## src/rtl/pc_gen_pkg.sv

```systemverilog
// Shared constants for the IF-stage program-counter generator:
// default CPU width, pending-redirect source encoding and FSM state encoding.
package pc_gen_pkg;

    localparam int CPU_WIDTH = 32;

    localparam logic [1:0] PEND_NONE  = 2'd0;
    localparam logic [1:0] PEND_FLUSH = 2'd1;
    localparam logic [1:0] PEND_TRAP  = 2'd2;

    localparam logic ST_BOOT = 1'b0;
    localparam logic ST_RUN  = 1'b1;

endpackage

```

## src/rtl/pc_redirect_buf.sv

```systemverilog
// Holds a trap/flush redirect that arrives while the fetch request is stalled,
// and resolves the redirect half of the next-PC priority (trap > flush, live > pending).
module pc_redirect_buf
    import pc_gen_pkg::*;
#(
    parameter int ADDR_WIDTH = CPU_WIDTH
) (
    input  logic                  clk,
    input  logic                  rst_n,
    input  logic                  run,
    input  logic                  hold,
    input  logic                  trap_valid,
    input  logic [ADDR_WIDTH-1:0] trap_pc,
    input  logic                  flush_valid,
    input  logic [ADDR_WIDTH-1:0] flush_pc,
    output logic                  redir_valid,
    output logic [ADDR_WIDTH-1:0] redir_pc,
    output logic                  pending_valid
);

    logic [1:0]            pend_src;
    logic [ADDR_WIDTH-1:0] pend_pc;

    // A trap always overwrites; a flush may only replace a flush or an empty slot.
    always_ff @(posedge clk or negedge rst_n) begin
        if (!rst_n) begin
            pend_src <= PEND_NONE;
            pend_pc  <= '0;
        end else if (run && hold) begin
            if (trap_valid) begin
                pend_src <= PEND_TRAP;
                pend_pc  <= trap_pc;
            end else if (flush_valid && (pend_src != PEND_TRAP)) begin
                pend_src <= PEND_FLUSH;
                pend_pc  <= flush_pc;
            end
        end else begin
            pend_src <= PEND_NONE;
        end
    end

    assign pending_valid = (pend_src != PEND_NONE);

    always_comb begin
        redir_valid = 1'b1;
        redir_pc    = pend_pc;
        if (trap_valid) begin
            redir_pc = trap_pc;
        end else if (pend_src == PEND_TRAP) begin
            redir_pc = pend_pc;
        end else if (flush_valid) begin
            redir_pc = flush_pc;
        end else if (pend_src == PEND_FLUSH) begin
            redir_pc = pend_pc;
        end else begin
            redir_valid = 1'b0;
        end
    end

endmodule

```

## src/rtl/pc_gen.sv

```systemverilog
// IF-stage program-counter generator: boot delay, fixed-priority next-PC
// selection and a valid/ready fetch request that stays stable while stalled.
module pc_gen
    import pc_gen_pkg::*;
#(
    parameter int ADDR_WIDTH = CPU_WIDTH,
    parameter int INST_BYTES = 4,
    parameter int BOOT_DELAY = 2
) (
    input  logic                  clk,
    input  logic                  rst_n,
    input  logic [ADDR_WIDTH-1:0] rst_pc,
    input  logic                  pipeline_stall,
    input  logic                  trap_valid,
    input  logic [ADDR_WIDTH-1:0] trap_pc,
    input  logic                  flush_valid,
    input  logic [ADDR_WIDTH-1:0] flush_pc,
    input  logic                  pred_valid,
    input  logic [ADDR_WIDTH-1:0] pred_pc,
    input  logic                  fetch_ready,
    output logic                  ena,
    output logic                  fetch_valid,
    output logic [ADDR_WIDTH-1:0] curr_pc_o,
    output logic                  redirect_pending_o
);

    localparam int                    CNT_W      = (BOOT_DELAY > 1) ? $clog2(BOOT_DELAY) : 1;
    localparam logic [CNT_W-1:0]      CNT_LAST   = CNT_W'(BOOT_DELAY - 1);
    localparam logic [ADDR_WIDTH-1:0] ALIGN_MASK = ~(ADDR_WIDTH'(INST_BYTES - 1));
    localparam logic [ADDR_WIDTH-1:0] INST_STEP  = ADDR_WIDTH'(INST_BYTES);

    logic                  state;
    logic [CNT_W-1:0]      boot_cnt;
    logic [ADDR_WIDTH-1:0] pc_q;
    logic [ADDR_WIDTH-1:0] next_pc;
    logic                  run;
    logic                  hold;
    logic                  redir_valid;
    logic [ADDR_WIDTH-1:0] redir_pc;

    assign run         = (state == ST_RUN);
    assign ena         = run;
    assign fetch_valid = run;
    assign hold        = fetch_valid & ~fetch_ready;

    // Outside RUN the reset vector is shown directly, so an async reset
    // presents rst_pc immediately without an async data load.
    assign curr_pc_o = run ? pc_q : (rst_pc & ALIGN_MASK);

    pc_redirect_buf #(
        .ADDR_WIDTH(ADDR_WIDTH)
    ) u_redirect_buf (
        .clk          (clk),
        .rst_n        (rst_n),
        .run          (run),
        .hold         (hold),
        .trap_valid   (trap_valid),
        .trap_pc      (trap_pc & ALIGN_MASK),
        .flush_valid  (flush_valid),
        .flush_pc     (flush_pc & ALIGN_MASK),
        .redir_valid  (redir_valid),
        .redir_pc     (redir_pc),
        .pending_valid(redirect_pending_o)
    );

    // Redirects beat the stall; prediction and sequential advance respect it.
    always_comb begin
        next_pc = pc_q;
        if (redir_valid) begin
            next_pc = redir_pc;
        end else if (pred_valid && !pipeline_stall) begin
            next_pc = pred_pc & ALIGN_MASK;
        end else if (!pipeline_stall) begin
            next_pc = pc_q + INST_STEP;
        end
    end

    always_ff @(posedge clk or negedge rst_n) begin
        if (!rst_n) begin
            state    <= ST_BOOT;
            boot_cnt <= '0;
            pc_q     <= '0;
        end else begin
            case (state)
                ST_BOOT: begin
                    pc_q <= rst_pc & ALIGN_MASK;
                    if (boot_cnt == CNT_LAST) begin
                        state <= ST_RUN;
                    end else begin
                        boot_cnt <= boot_cnt + 1'b1;
                    end
                end
                default: begin
                    if (!hold) begin
                        pc_q <= next_pc;
                    end
                end
            endcase
        end
    end

endmodule
```

## config.mk

```make
export PLATFORM = sky130hd
export DESIGN_NAME = pc_gen
export DESIGN_NICKNAME = d
export VERILOG_FILES = /design/src/rtl/pc_gen_pkg.sv /design/src/rtl/pc_redirect_buf.sv /design/src/rtl/pc_gen.sv
export SDC_FILE = /design/constraint.sdc
export NUM_CORES = 1
export LEC_CHECK = 0
export BUFFER_PORTS_ARGS = -buffer_cell sky130_fd_sc_hd__buf_2
export CORE_MARGIN = 3
export CORE_UTILIZATION = 25
export CTS_CLUSTER_DIAMETER = 50
export DETAILED_ROUTE_END_ITERATION = 6
export PLACE_DENSITY = 0.43
export SYNTH_ARGS = -nofsm -noshare
export SYNTH_HDL_FRONTEND = slang
export SYNTH_HIERARCHICAL = 1
export SYNTH_SLANG_ARGS = --single-unit
```

## constraint.sdc

```tcl
create_clock -name clk -period 6 [get_ports clk]
set_input_delay 1.5 -clock clk [delete_from_list [all_inputs] [get_ports clk]]
set_output_delay 1.5 -clock clk [all_outputs]
set_load 0.005 [all_outputs]
```

# --- Word level (Yosys, flattened, before mapping) ---
# Index checks and enable logic that the tools add are counted.
op_classes:
  n_mux: 21
  bitwise_logic: 2
  n_reduce_logical: 8
  eq_ne: 6
  add_sub_neg: 2
op_table:
  columns: ["operator", "count"]
  rows:
  - ["two-way mux 32 bit", 11]
  - ["adder 32 x 3 -> 32 bit, second input constant", 1]
  - ["two-way mux 1 bit", 7]
  - ["two-way mux 2 bit", 3]
  - ["!= test 2 bit, second input constant", 2]
  - ["!= test 4 x 2 -> 1 bit, second input constant", 1]
  - ["AND reduction 2 bit", 2]
  - ["nonzero test 2 bit", 2]
  - ["logical AND 1 bit", 3]
  - ["!= test 3 bit, second input constant", 1]
  - ["equality test 2 x 1 -> 1 bit, second input constant", 1]
  - ["equality test 2 bit, second input constant", 1]
  - ["adder 1 bit, second input constant", 1]
  - ["AND 1 bit", 1]
  - ["logical NOT 1 bit", 1]
  - ["NOT 1 bit", 1]
word_totals:
  word_cells: 44
  output_inout_bits: 35
  inputBits: 135
  register_bits: 68

# --- Logic depth before layout (Yosys ltp) ---
# Gate-level depths: netlist of run 1.
logic_depth:
  word_depth: 8
  mapped_depth: 10
  ltp_nobuf: 8

# --- Modules after synthesis ---
# Netlist of run 1, hierarchy kept.
modules_own_cells:
  columns: ["module", "n_inst", "cells_per_inst", "area_each_um2", "seq_area_each_um2"]
  rows:
  - ["pc_gen", 1, 432, 3223.1, 850.8]
  - ["pc_redirect_buf", 1, 306, 2423.6, 850.8]

# --- Worst setup path after synthesis of run 1 ---
# OpenSTA, ideal clock, no wires.
synth_path:
  kind: "input-to-reg"
  from: "in flush_valid"
  to: "reg pc_q[21]"
  setup_slack_ns: 2.536
  arrival_time_ns: 3.338
  setup_ns: 0.126
  required_time_ns: 5.874
  n_path_buf: 4
  path_stages: 9
  cell_sequence: "buf_2 -> clkbuf_1 -> clkbuf_1 -> a211o_1 -> nor2b_1 -> nor2_2 -> nor2_1 -> clkbuf_1 -> o32a_1"
synth_between:
  elab_chain_cells: 6
  word_cells_on_any_way: 11
  cone_classes: "1 x eq/ne; 9 x mux; 1 x reduce/logical"
synth_rtl:
  columns: ["item", "line", "text"]
  rows:
  - ["start, declared", "pc_gen.sv:16", "input logic flush_valid,"]
  - ["two-way mux 1 bit *", "pc_redirect_buf.sv:51", "end else if (flush_valid) begin"]
  - ["two-way mux 1 bit *", "pc_redirect_buf.sv:49", "end else if (pend_src == PEND_TRAP) begin"]
  - ["two-way mux 1 bit *", "pc_redirect_buf.sv:47", "if (trap_valid) begin"]
  - ["via redir_valid", "pc_gen.sv:38", "logic redir_valid;"]
  - ["two-way mux 32 bit", "pc_gen.sv:69", "if (redir_valid) begin"]
  - ["two-way mux 32 bit", "pc_gen.sv:94", "if (!hold) begin"]
  - ["two-way mux 32 bit", "pc_gen.sv:84", "case (state)"]
  - ["end signal, assigned", "pc_gen.sv:86", "pc_q <= rst_pc & ALIGN_MASK;"]
  - ["end signal, assigned", "pc_gen.sv:95", "pc_q <= next_pc;"]
  - ["end, declared", "pc_gen.sv:34", "logic [ADDR_WIDTH-1:0] pc_q;"]
# The timed path passes the listed nets; every way through them passes the cells marked *. The select of a mux whose other input is x is not followed.
# A chain may end at the register's enable or synchronous reset.

# --- Worst setup path after layout of run 1 ---
layout_path:
  from: "in trap_valid"
  to: "reg pc_q[16]"
layout_between:
  elab_chain_cells: 4
  word_cells_on_any_way: 7
  cone_classes: "1 x eq/ne; 5 x mux; 1 x reduce/logical"
layout_rtl:
  columns: ["item", "line", "text"]
  rows:
  - ["start, declared", "pc_gen.sv:14", "input logic trap_valid,"]
  - ["two-way mux 1 bit *", "pc_redirect_buf.sv:47", null]
  - ["via redir_valid", "pc_gen.sv:38", null]
  - ["two-way mux 32 bit", "pc_gen.sv:69", null]
  - ["two-way mux 32 bit", "pc_gen.sv:94", null]
  - ["two-way mux 32 bit", "pc_gen.sv:84", null]
# Marked as above.

==> results of run 1 <==
cells in the final DEF (no fill, tap or decap), drive strengths merged, types with 4 or more instances in the layout:
master / n
buf: 172
nand2: 71
dfrtp: 68
o21ai: 63
nor2: 56
a31oi: 50
nand3: 42
inv: 40
mux2: 33
a21oi: 30
nand4: 29
o211ai: 21
o311ai: 20
o22ai: 17
nor3: 14
nor2b: 13
a21o: 12
clkbuf: 10
conb: 8
nand2b: 7
and3: 6
a211oi: 6
and2: 5
xnor2: 5
xor2: 5
and4: 5
a221oi: 5
a22oi: 4
mux2i: 4
o21bai: 4
registers in the layout, summed over array words and instances (netlist names):
register / flops
u_redirect_buf/pend_pc: 32
u_redirect_buf/pend_src: 2
ena: 1
boot_cnt: 1
pc_q: 32
final timing paths:
check | end | cells after the start
setup / recovery | pc_q[16] | 9
hold / removal | ena | 1
setup reg to reg | u_redirect_buf/pend_pc[20] | 4
hold reg to reg | ena | 1
max in group asynchronous | ena | 2
min in group asynchronous | pc_q[4] | 1
critical path, stage by stage:
cell and delay, ns:
sky130_fd_sc_hd__buf_2 0.36, sky130_fd_sc_hd__a211o_1 0.37, sky130_fd_sc_hd__buf_4 0.27, sky130_fd_sc_hd__nor2b_1 0.25, sky130_fd_sc_hd__nor2_2 0.04, sky130_fd_sc_hd__buf_4 0.18, sky130_fd_sc_hd__nor2_1 0.70, sky130_fd_sc_hd__nor2_1 0.30
sky130_fd_sc_hd__a21o_1 0.23
stage by stage:
stage | area [um^2] | setup WS (ns) | std cells | util, %
after floorplan | 5673 | 2.536 | 745 | -
after global placement | 6614 | 1.606 | 1129 | 30.03
after detailed placement | 6614 | 1.618 | 1129 | 30.03
after CTS | 6940 | 2.004 | 1145 | 31.51
after global routing | 6940 | 1.760 | 1145 | 31.51
final | 6940 | 2.000 | 1145 | 31.51
cell usage after synthesis (7+ instances only):
library cell	number	share of area, %
sky130_fd_sc_hd__a21o_1	12	1.6
sky130_fd_sc_hd__a21oi_1	30	2.7
sky130_fd_sc_hd__a31oi_1	50	5.5
sky130_fd_sc_hd__buf_1	12	0.80
sky130_fd_sc_hd__buf_2	14	1.2
sky130_fd_sc_hd__clkbuf_1	36	2.4
sky130_fd_sc_hd__dfrtp_1	68	30
sky130_fd_sc_hd__inv_1	38	2.5
sky130_fd_sc_hd__mux2_2	33	6.6
sky130_fd_sc_hd__nand2_1	71	4.7
sky130_fd_sc_hd__nand2b_1	7	0.78
sky130_fd_sc_hd__nand3_1	41	3.6
sky130_fd_sc_hd__nand4_1	28	3.1
sky130_fd_sc_hd__nor2_1	54	3.6
sky130_fd_sc_hd__nor2b_1	13	1.4
sky130_fd_sc_hd__nor3_1	11	0.97
sky130_fd_sc_hd__o211ai_1	21	2.8
sky130_fd_sc_hd__o21ai_0	61	5.4
sky130_fd_sc_hd__o22ai_1	17	1.9
sky130_fd_sc_hd__o311ai_0	20	3.1
kinds of logic (layout without fill, tap and decap cells):
kind of cell / after synthesis / count (layout) / share of synthesized area (%)
XOR/XNOR: 10 / 10 / 1.551
buffers and inverters: 108 / 228 / 8.043
adder cells (fa/ha/maj): 1 / 1 / 0.2215
other: 1 / 8 / 0.06641
AND/OR/NAND/NOR: 257 / 257 / 22.56
AO/OA/AOI/OAI: 256 / 256 / 30.14
multiplexers: 37 / 37 / 7.290
flip-flops: 68 / 68 / 30.14
power by group:
part	leakage (nW)	switching, mW	internal (mW)	total [mW]
combinational	2.08	0.275	0.222	0.497
clock	0.151	0.234	0.375	0.609
sequential	0.814	0.0871	0.536	0.623
layout make-up:
type / count / area (um^2)
well taps: 280 / 350.3
flip-flops and latches: 68 / 1703
fillers: 2406 / 15090
clock buffers: 10 / 239.0
multi-input cells: 569 / 3522
repair buffers: 172 / 888.4
clock inverters: 6 / 87.58
inverters: 40 / 150.1
metal layers:
| layer | part of all wire (%) | global-route usage [%] | up-vias |
|---|---|---|---|
| li1 | - | - | 2975 |
| met1 | 50 | 28.62 | 2902 |
| met2 | 43 | 27.06 | 208 |
| met3 | 6.2 | 3.042 | 14 |
| met4 | 1.2 | 4.293 | 0 |
| met5 | 0 | 0 | - |
==> results.sh, run 1 <==
export IMPL_async_flop_share_pct=100.0
export IMPL_netlist_area_mm2=0.005647
export IMPL_synthDistinctLibCells=64
export IMPL_setup_worst_path_start_class="input pin"
export IMPL_hold_viol=0
export IMPL_worst_setup_path_startpoint="trap_valid"
export IMPL_nNetsFinal=996
export IMPL_postCtsSetupBuffers=0
export IMPL_worstMarginPinSlew_ns=1.133
export IMPL_setup_violations_final=0
export IMPL_final_layout_size_suffix_gt1_share_pct=28.09
export IMPL_synth_flop_cell="sky130_fd_sc_hd__dfrtp_1"
export IMPL_die_width_um=156.3
export IMPL_synth_edf_count=0
export IMPL_min_from="boot_cnt"
export IMPL_worstSetupPathType="in2reg"
export IMPL_grtUsageTotal_pct=18.61
export IMPL_crit_path_arrival_time_ns=4.24
export IMPL_routabilityCongestion=0.8265
export IMPL_largest_clock_skew_in_the_final_design_ns=0.01256
export IMPL_tritoncts_clock_tree="built"
export IMPL_ctsHoldBuffers=0
export IMPL_reg2reg_slack_ns=2.66
export IMPL_timing_max_slew_rel_slack_pct=23.51
export IMPL_io_pins=170
export IMPL_clkLatencyLatePin_ns=0.36
export IMPL_ys_warn_count=6
export IMPL_firstDrtPassIters=4
export IMPL_drt_wl_total_um=23330
export IMPL_period_needed_ns=4.000
export IMPL_routed_wirelength_normalized_by_instance_count_um=20.38
export IMPL_cts_path_max_buffers=2
export IMPL_syn_area_per_cell_um2=7.651
export IMPL_slew_viol_final=0
export IMPL_start_util_pct=25.64
export IMPL_outcome="finished, final reports clean"
export IMPL_grt_start_max_net_pins=87
export IMPL_final_antenna_net_count=0
export IMPL_r2r_start="ena"
export IMPL_grt_antenna_before_repair=0
export IMPL_clk_pin_slew_worst_paths_ns=0.06
export IMPL_n_antenna_cell=0
export IMPL_cell_leakage_power_nw=3.040
export IMPL_fin_worst_hold_slack_ns=0.4484
export IMPL_drc_errors=0
export IMPL_die_height_um=156.3
export IMPL_grt_pass1_vias=5649
export IMPL_grt_pass1_wl_um=34860
export IMPL_floorplan_core_area_mm2=0.02203
export IMPL_setup_tns_ns=0
export IMPL_timing_hold_worst_class="reg2reg"
export IMPL_cts_buffers=9
export IMPL_placement_io_buffers=161
export IMPL_ctsRootBufferMaster="sky130_fd_sc_hd__clkbuf_16"
export IMPL_dr_total_vias=6099
export IMPL_detailedPlacementHpwl_um=16600
export IMPL_synth_ff_latch_count=68
export IMPL_route_detailed_vias_per_inst=5.327
export IMPL_die_area_mm2=0.02443
export IMPL_drt_initial_drc_count=456
export IMPL_ctsResizeCount=0
export IMPL_rsz0062_at_grt="false"
export IMPL_max_cap_violations=0
export IMPL_p_per_area_mw_per_mm2=249.2
export IMPL_vdd_ir_drop_max_v=0.0001274
export IMPL_worst_ep_required_time_ns=6.24
export IMPL_finalPower_mw=1.730
export IMPL_critical_path_endpoint_type="register"
export IMPL_num_rows=54
export IMPL_path_max_fanout=52
export IMPL_fmax_ghz=0.2500
export IMPL_syn2layout_area_growth_pct=22.91
export IMPL_period_share_pct=66.67
export IMPL_synth_cells=738
export IMPL_cts_max_level=3
export IMPL_grt_remaining_overflow=0
export IMPL_synth_seq_area_share_pct=30.14
export IMPL_clk_sinks=68
Note: power is estimated with default switching activity, not from simulation.
==> inputs of run 2 (changes only) <==
clock period = 3.9 ns   (was 6 ns; I/O delays follow)
==> run 2 against run 1 <==
  * Setup slack worse by 0.88 ns
  * Combinational power up 57%
  * Clock power grew 52%
  * Global-route usage shrank 0.16 points
  * Sequential power rose by 54%
  * First-iteration DRC count up 36%
  * Cell area increased by 2.1%
==> results.sh, run 2 (same netlist as run 1, synthesis figures left out) <==
export IMPL_cts_path_max_buffers=2
export IMPL_n_antenna_cell=0
export IMPL_critical_path_endpoint_type="register"
export IMPL_layout_core_utilization_pct=32.18
export IMPL_timing_hold_worst_class="reg2reg"
export IMPL_floorplan_core_area_mm2=0.02203
export IMPL_dr_total_vias=6185
export IMPL_clkLatencyLatePin_ns=0.35
export IMPL_routabilityCongestion=0.8452
export IMPL_critPathMaxStageDelay_ns=0.41
export IMPL_placement_io_buffers=161
export IMPL_final_antenna_net_count=0
export IMPL_setup_tns_ns=0
export IMPL_vdd_ir_drop_max_v=0.0001965
export IMPL_tritoncts_clock_tree="built"
export IMPL_ctsHoldBuffers=0
export IMPL_ctsRootBufferMaster="sky130_fd_sc_hd__clkbuf_16"
export IMPL_worst_ep_required_time_ns=4.13
export IMPL_registers_with_the_highest_flip_flop_counts="pc_q (32), u_redirect_buf/pend_pc (32), u_redirect_buf/pend_src (2)"
export IMPL_setup_violations_final=0
export IMPL_num_rows=54
export IMPL_cell_leakage_power_nw=3.131
export IMPL_drc_errors=0
export IMPL_cts_buffers=9
export IMPL_detailedPlacementHpwl_um=17050
export IMPL_path_max_fanout=30
export IMPL_grt_remaining_overflow=0
export IMPL_max_cap_violations=0
export IMPL_slew_viol_final=0
export IMPL_crit_chain="buf_2, buf_4, a211o_1, buf_4, and2_1, a221oi_1, nand4_1, o221a_1"
export IMPL_p_per_area_mw_per_mm2=375.7
export IMPL_final_instance_count_excl_fill=1163
export IMPL_grt_start_max_net_pins=49
export IMPL_worstMarginPinSlew_ns=1.203
export IMPL_grt_pass1_vias=5748
export IMPL_nNetsFinal=1014
export IMPL_rsz0062_at_grt="false"
export IMPL_grt_pass1_wl_um=34720
export IMPL_io_pins=170
export IMPL_die_height_um=156.3
export IMPL_die_width_um=156.3
export IMPL_worstSetupPathType="in2reg"
export IMPL_postCtsSetupBuffers=0
export IMPL_clk_sinks=68
export IMPL_route_detailed_vias_per_inst=5.318
export IMPL_period_needed_ns=2.778
export IMPL_largest_clock_skew_in_the_final_design_ns=0.01049
export IMPL_die_area_mm2=0.02443
export IMPL_drt_initial_drc_count=621
export IMPL_critical_path_top_cell_by_count="sky130_fd_sc_hd__buf_4"
export IMPL_crit_path_arrival_time_ns=3.01
export IMPL_drt_wl_total_um=23050
export IMPL_setup_worst_path_start_class="input pin"
export IMPL_crit_slowest_cell="sky130_fd_sc_hd__a221oi_1"
export IMPL_grtUsageTotal_pct=18.45
export IMPL_place_inst=1147
export IMPL_layout_common_cells="161 x sky130_fd_sc_hd__buf_2, 71 x sky130_fd_sc_hd__nand2_1, 67 x sky130_fd_sc_hd__dfrtp_1"
export IMPL_mostFrequentLayoutCell="sky130_fd_sc_hd__buf_2"
export IMPL_final_layout_size_suffix_gt1_share_pct=29.56
export IMPL_firstDrtPassIters=5
export IMPL_syn2layout_area_growth_pct=25.53
export IMPL_routed_wirelength_normalized_by_instance_count_um=19.82
export IMPL_timing_max_slew_rel_slack_pct=18.78
export IMPL_hold_viol=0
export IMPL_cts_max_level=3
export IMPL_start_util_pct=25.64
export IMPL_clk_pin_slew_worst_paths_ns=0.07
export IMPL_ctsResizeCount=0
export IMPL_period_share_pct=71.24
export IMPL_outcome="finished, final reports clean"
export IMPL_grt_antenna_before_repair=0
export IMPL_fmax_ghz=0.3599
-- run 2: per-stage QoR --
stage / hold WS, ns / cell area (um^2) / power [mW] / setup slack [ns]
finish: 0.4517 / 7088 / 2.663 / 1.122
global route: 0.4682 / 7088 / 2.822 / 1.011
CTS: 0.4515 / 7088 / 2.689 / 1.160
detailed placement: 0.4364 / 6761 / 1.749 / 0.7944
global placement: 0.4350 / 6761 / 1.748 / 0.8230
floorplan: 0.4252 / 5673 / 1.407 / 0.9606
-- run 2: layout make-up --
cell class | count | area [um^2]
Clock buffer | 10 | 239.0
Clock inverter | 6 | 87.58
Fill cell | 2385 | 14940
Inverter | 40 | 150.1
Multi-Input combinational cell | 569 | 3522
Sequential cell | 68 | 1703
Tap cell | 280 | 350.3
Timing Repair Buffer | 190 | 1036
-- run 2: power by group --
part           total, mW  internal, mW  leakage [nW]  switching (mW)
Sequential         0.957         0.825         0.814           0.133
Combinational      0.781         0.356          2.17           0.425
Clock              0.924         0.577         0.151           0.348
-- run 2: metal layers --
| metal | vias up | GRT usage (%) | part of all wire [%] |
|---|---|---|---|
| met1 | 2881 | 27.53 | 49 |
| met2 | 252 | 27.32 | 43 |
| met3 | 23 | 3.678 | 6.7 |
| met5 | - | 0 | 0 |
| li1 | 3029 | - | - |
| met4 | 0 | 4.293 | 1.5 |
-- run 2: critical path: cells and delay by family --
kind                   cells  cell delay, ns
AO/OA/AOI/OAI              3            0.96
buffers and inverters      3            0.55
AND/OR/NAND/NOR            2            0.53
-- run 2: worst paths after layout --
check	from	endpoint	slack [ns]	depth (start not counted)
setup / recovery	flush_valid	pc_q[30]	1.12	8
min in group asynchronous	rst_n	pc_q[3]	0.75	1
hold reg to reg	boot_cnt	ena	0.45	1
max in group asynchronous	rst_n	u_redirect_buf/pend_pc[15]	2.43	2
setup reg to reg	u_redirect_buf/pend_src[1]	pc_q[30]	1.26	7
hold / removal	boot_cnt	ena	0.45	1
==> inputs of run 3 (changes only) <==
ABC_AREA = 1   (was unset)
clock period = 2.7 ns   (was 3.9 ns; I/O delays follow)
==> run 3 against run 2 <==
  * Non-clock buffer count decreased by 6
  * Combinational power increased by 46%
  * Critical path depth decreased by 4
  * Via count increased by 2.7%
  * Critical endpoint is now curr_pc_o[28]
  * Global-route usage decreased by 0.49 points
  * Critical path type is now reg2out
  * Synthesized area increased by 2.3%
  * Clock power increased by 44%
  * Cell area increased by 2.2%
  * Die area increased by 2.2%
==> results.sh, run 3 <==
export IMPL_synth_edf_count=0
export IMPL_synth_most_common_cell="sky130_fd_sc_hd__nand2_1"
export IMPL_grt_pass1_vias=6149
export IMPL_synth_ff_latch_count=68
export IMPL_ctsHoldBuffers=0
export IMPL_syn_area_per_cell_um2=6.136
export IMPL_worstSetupPathType="reg2out"
export IMPL_sequential_group_share_of_total_power_pct=34.7
export IMPL_grt_start_max_net_pins=69
export IMPL_tritoncts_clock_tree="built"
export IMPL_period_share_pct=79.72
export IMPL_worst_r2r_cell_count=10
export IMPL_final_antenna_net_count=0
export IMPL_largest_clock_skew_in_the_final_design_ns=0.005602
export IMPL_cell_leakage_power_nw=3.820
export IMPL_layout_common_cells="368 x sky130_fd_sc_hd__nand2_1, 161 x sky130_fd_sc_hd__buf_2, 96 x sky130_fd_sc_hd__nand3_1"
export IMPL_start_util_pct=25.98
export IMPL_route_detailed_vias_per_inst=4.632
export IMPL_slew_viol_final=0
export IMPL_cts_max_level=3
export IMPL_die_width_um=158.0
export IMPL_clkLatencyLatePin_ns=0.34
export IMPL_hold_viol=0
export IMPL_rsz0062_at_grt="false"
export IMPL_drt_initial_drc_count=360
export IMPL_routed_wirelength_normalized_by_instance_count_um=16.35
export IMPL_setup_ws_ns=0.5475
export IMPL_grt_antenna_before_repair=0
export IMPL_postCtsSetupBuffers=0
export IMPL_die_height_um=158.0
export IMPL_dr_total_vias=6351
export IMPL_synth_cells_most_frequent="368 x sky130_fd_sc_hd__nand2_1, 96 x sky130_fd_sc_hd__nand3_1, 94 x sky130_fd_sc_hd__inv_1"
export IMPL_floorplan_core_area_mm2=0.02223
export IMPL_max_cap_violations=0
export IMPL_clk_sinks=68
export IMPL_total_switching_power_mw=1.341
export IMPL_grt_pass1_wl_um=34720
export IMPL_worstMarginPinSlew_ns=0.6160
export IMPL_p_per_area_mw_per_mm2=521.7
export IMPL_cts_buffers=9
export IMPL_setup_worst_path_start_class="register"
export IMPL_synth_largest_area_cell="sky130_fd_sc_hd__dfrtp_1"
export IMPL_final_layout_size_suffix_gt1_share_pct=22.73
export IMPL_grt_remaining_overflow=0
export IMPL_worst_ep_required_time_ns=2.03
export IMPL_synth_seq_area_share_pct=29.47
export IMPL_num_rows=54
export IMPL_crit_path_arrival_time_ns=1.48
export IMPL_netlist_top_cells_area="sky130_fd_sc_hd__dfrtp_1 29%, sky130_fd_sc_hd__nand2_1 24%, sky130_fd_sc_hd__nand3_1 8.3%, sky130_fd_sc_hd__inv_1 6.1%, sky130_fd_sc_hd__o21ai_0 4.9%"
export IMPL_mostFrequentLayoutCell="sky130_fd_sc_hd__nand2_1"
export IMPL_reg2reg_slack_ns=0.67
export IMPL_synthDistinctLibCells=36
export IMPL_routabilityCongestion=0.8046
export IMPL_timing_max_slew_rel_slack_pct=58.87
export IMPL_nNetsFinal=1222
export IMPL_ys_warn_count=6
export IMPL_syn2layout_area_growth_pct=25.48
export IMPL_synth_top_area_share_pct=29.47
export IMPL_critical_path_endpoint_type="output port"
export IMPL_drt_wl_total_um=22410
export IMPL_drc_errors=0
export IMPL_placement_io_buffers=161
export IMPL_detailedPlacementHpwl_um=16390
export IMPL_dp_slack_ns=0.3709
export IMPL_timing_hold_worst_class="in2async"
export IMPL_setup_violations_final=0
export IMPL_power_switching_fraction_pct=35.47
export IMPL_cts_path_max_buffers=2
export IMPL_outcome="finished, final reports clean"
export IMPL_power_combinational_fraction_pct=30.1
export IMPL_period_needed_ns=2.153
export IMPL_synth_flop_cell="sky130_fd_sc_hd__dfrtp_1"
export IMPL_die_area_mm2=0.02496
export IMPL_synth_cells=941
export IMPL_setup_tns_ns=0
export IMPL_grtUsageTotal_pct=17.96
export IMPL_fmax_ghz=0.4646
export IMPL_io_pins=170
export IMPL_final_fill_count=2518
export IMPL_netlist_area_mm2=0.005774
export IMPL_share_clk_of_total_power_pct=35.2
export IMPL_clk_pin_slew_worst_paths_ns=0.06
export IMPL_ctsRootBufferMaster="sky130_fd_sc_hd__clkbuf_16"
export IMPL_path_max_fanout=61
export IMPL_vdd_ir_drop_max_v=0.0002471
export IMPL_ctsResizeCount=0
export IMPL_n_antenna_cell=0
export IMPL_internal_power_mw=2.439
export IMPL_firstDrtPassIters=5
export IMPL_async_flop_share_pct=100.0
export IMPL_layout_core_utilization_pct=32.60
export IMPL_registers_with_the_highest_flip_flop_counts="pc_q (32), u_redirect_buf/pend_pc (32), u_redirect_buf/pend_src (2)"
run 3: logic make-up (layout without fill, tap and decap cells):
family / count (synthesis) / count (layout) / synth area share (%)
compound gates: 136 / 136 / 14.71
flops: 68 / 68 / 29.47
other cells: 1 / 4 / 0.06494
simple gates: 580 / 580 / 43.75
xor+xnor: 3 / 3 / 0.4551
fa+ha+maj: 1 / 1 / 0.2167
buf+inv: 152 / 299 / 11.33
run 3: path summary, 6_finish.rpt:
kind	start	end
min in group clk	boot_cnt	boot_cnt
worst max-delay path	ena	curr_pc_o[28]
worst min-delay path	rst_n	pc_q[20]
worst max register to register	u_redirect_buf/pend_src[1]	pc_q[17]
max in group asynchronous	rst_n	u_redirect_buf/pend_pc[8]
worst min register to register	boot_cnt	boot_cnt
run 3: worst max-delay path, stage by stage, from the launching register on:
cell and delay [ns]:
sky130_fd_sc_hd__dfrtp_1 0.36, sky130_fd_sc_hd__inv_2 0.06, sky130_fd_sc_hd__buf_12 0.19, sky130_fd_sc_hd__o21ai_0 0.33, sky130_fd_sc_hd__buf_2 0.19
run 3: layout make-up:
class,count,area (um^2),area share (%)
clock buffer,10,239.0,3.298
clock inverter,6,87.58,1.209
inverter,99,371.6,5.129
multi-input combinational,724,3430,47.33
sequential,68,1702,23.48
tap,280,350.3,4.835
timing repair buffer,184,1066,14.71
run 3: layer usage:
layer | vias up | wire (um) | global-route usage (%)
met3 | 10 | 998 | 3.499
met1 | 2899 | 11200 | 26.35
met5 | - | 0 | 0
li1 | 3306 | - | -
met4 | 0 | 181 | 3.154
met2 | 136 | 10030 | 27.72
run 3: through the flow:
step           hold slack (ns)  std cells  instance area (um^2)  power [mW]
2_1_floorplan           0.3794        944                  5786       1.998
3_3_place_gp            0.4257       1355                  6919       2.477
3_5_place_dp            0.4312       1355                  6919       2.478
4_1_cts                 0.3865       1371                  7246       3.837
5_1_grt                 0.3885       1371                  7246       4.058
6_report                0.3530       1371                  7246       3.780
run 3: power by group through the flow:
| stage | combinational (mW) | clock [mW] | sequential (mW) |
|---|---|---|---|
| 2_1_floorplan | 0.712 | 0 | 1.29 |
| 3_3_place_gp | 1.15 | 0 | 1.33 |
| 3_5_place_dp | 1.15 | 0 | 1.33 |
| 4_1_cts | 1.16 | 1.37 | 1.31 |
| 5_1_grt | 1.30 | 1.42 | 1.34 |
| 6_report | 1.14 | 1.33 | 1.31 |
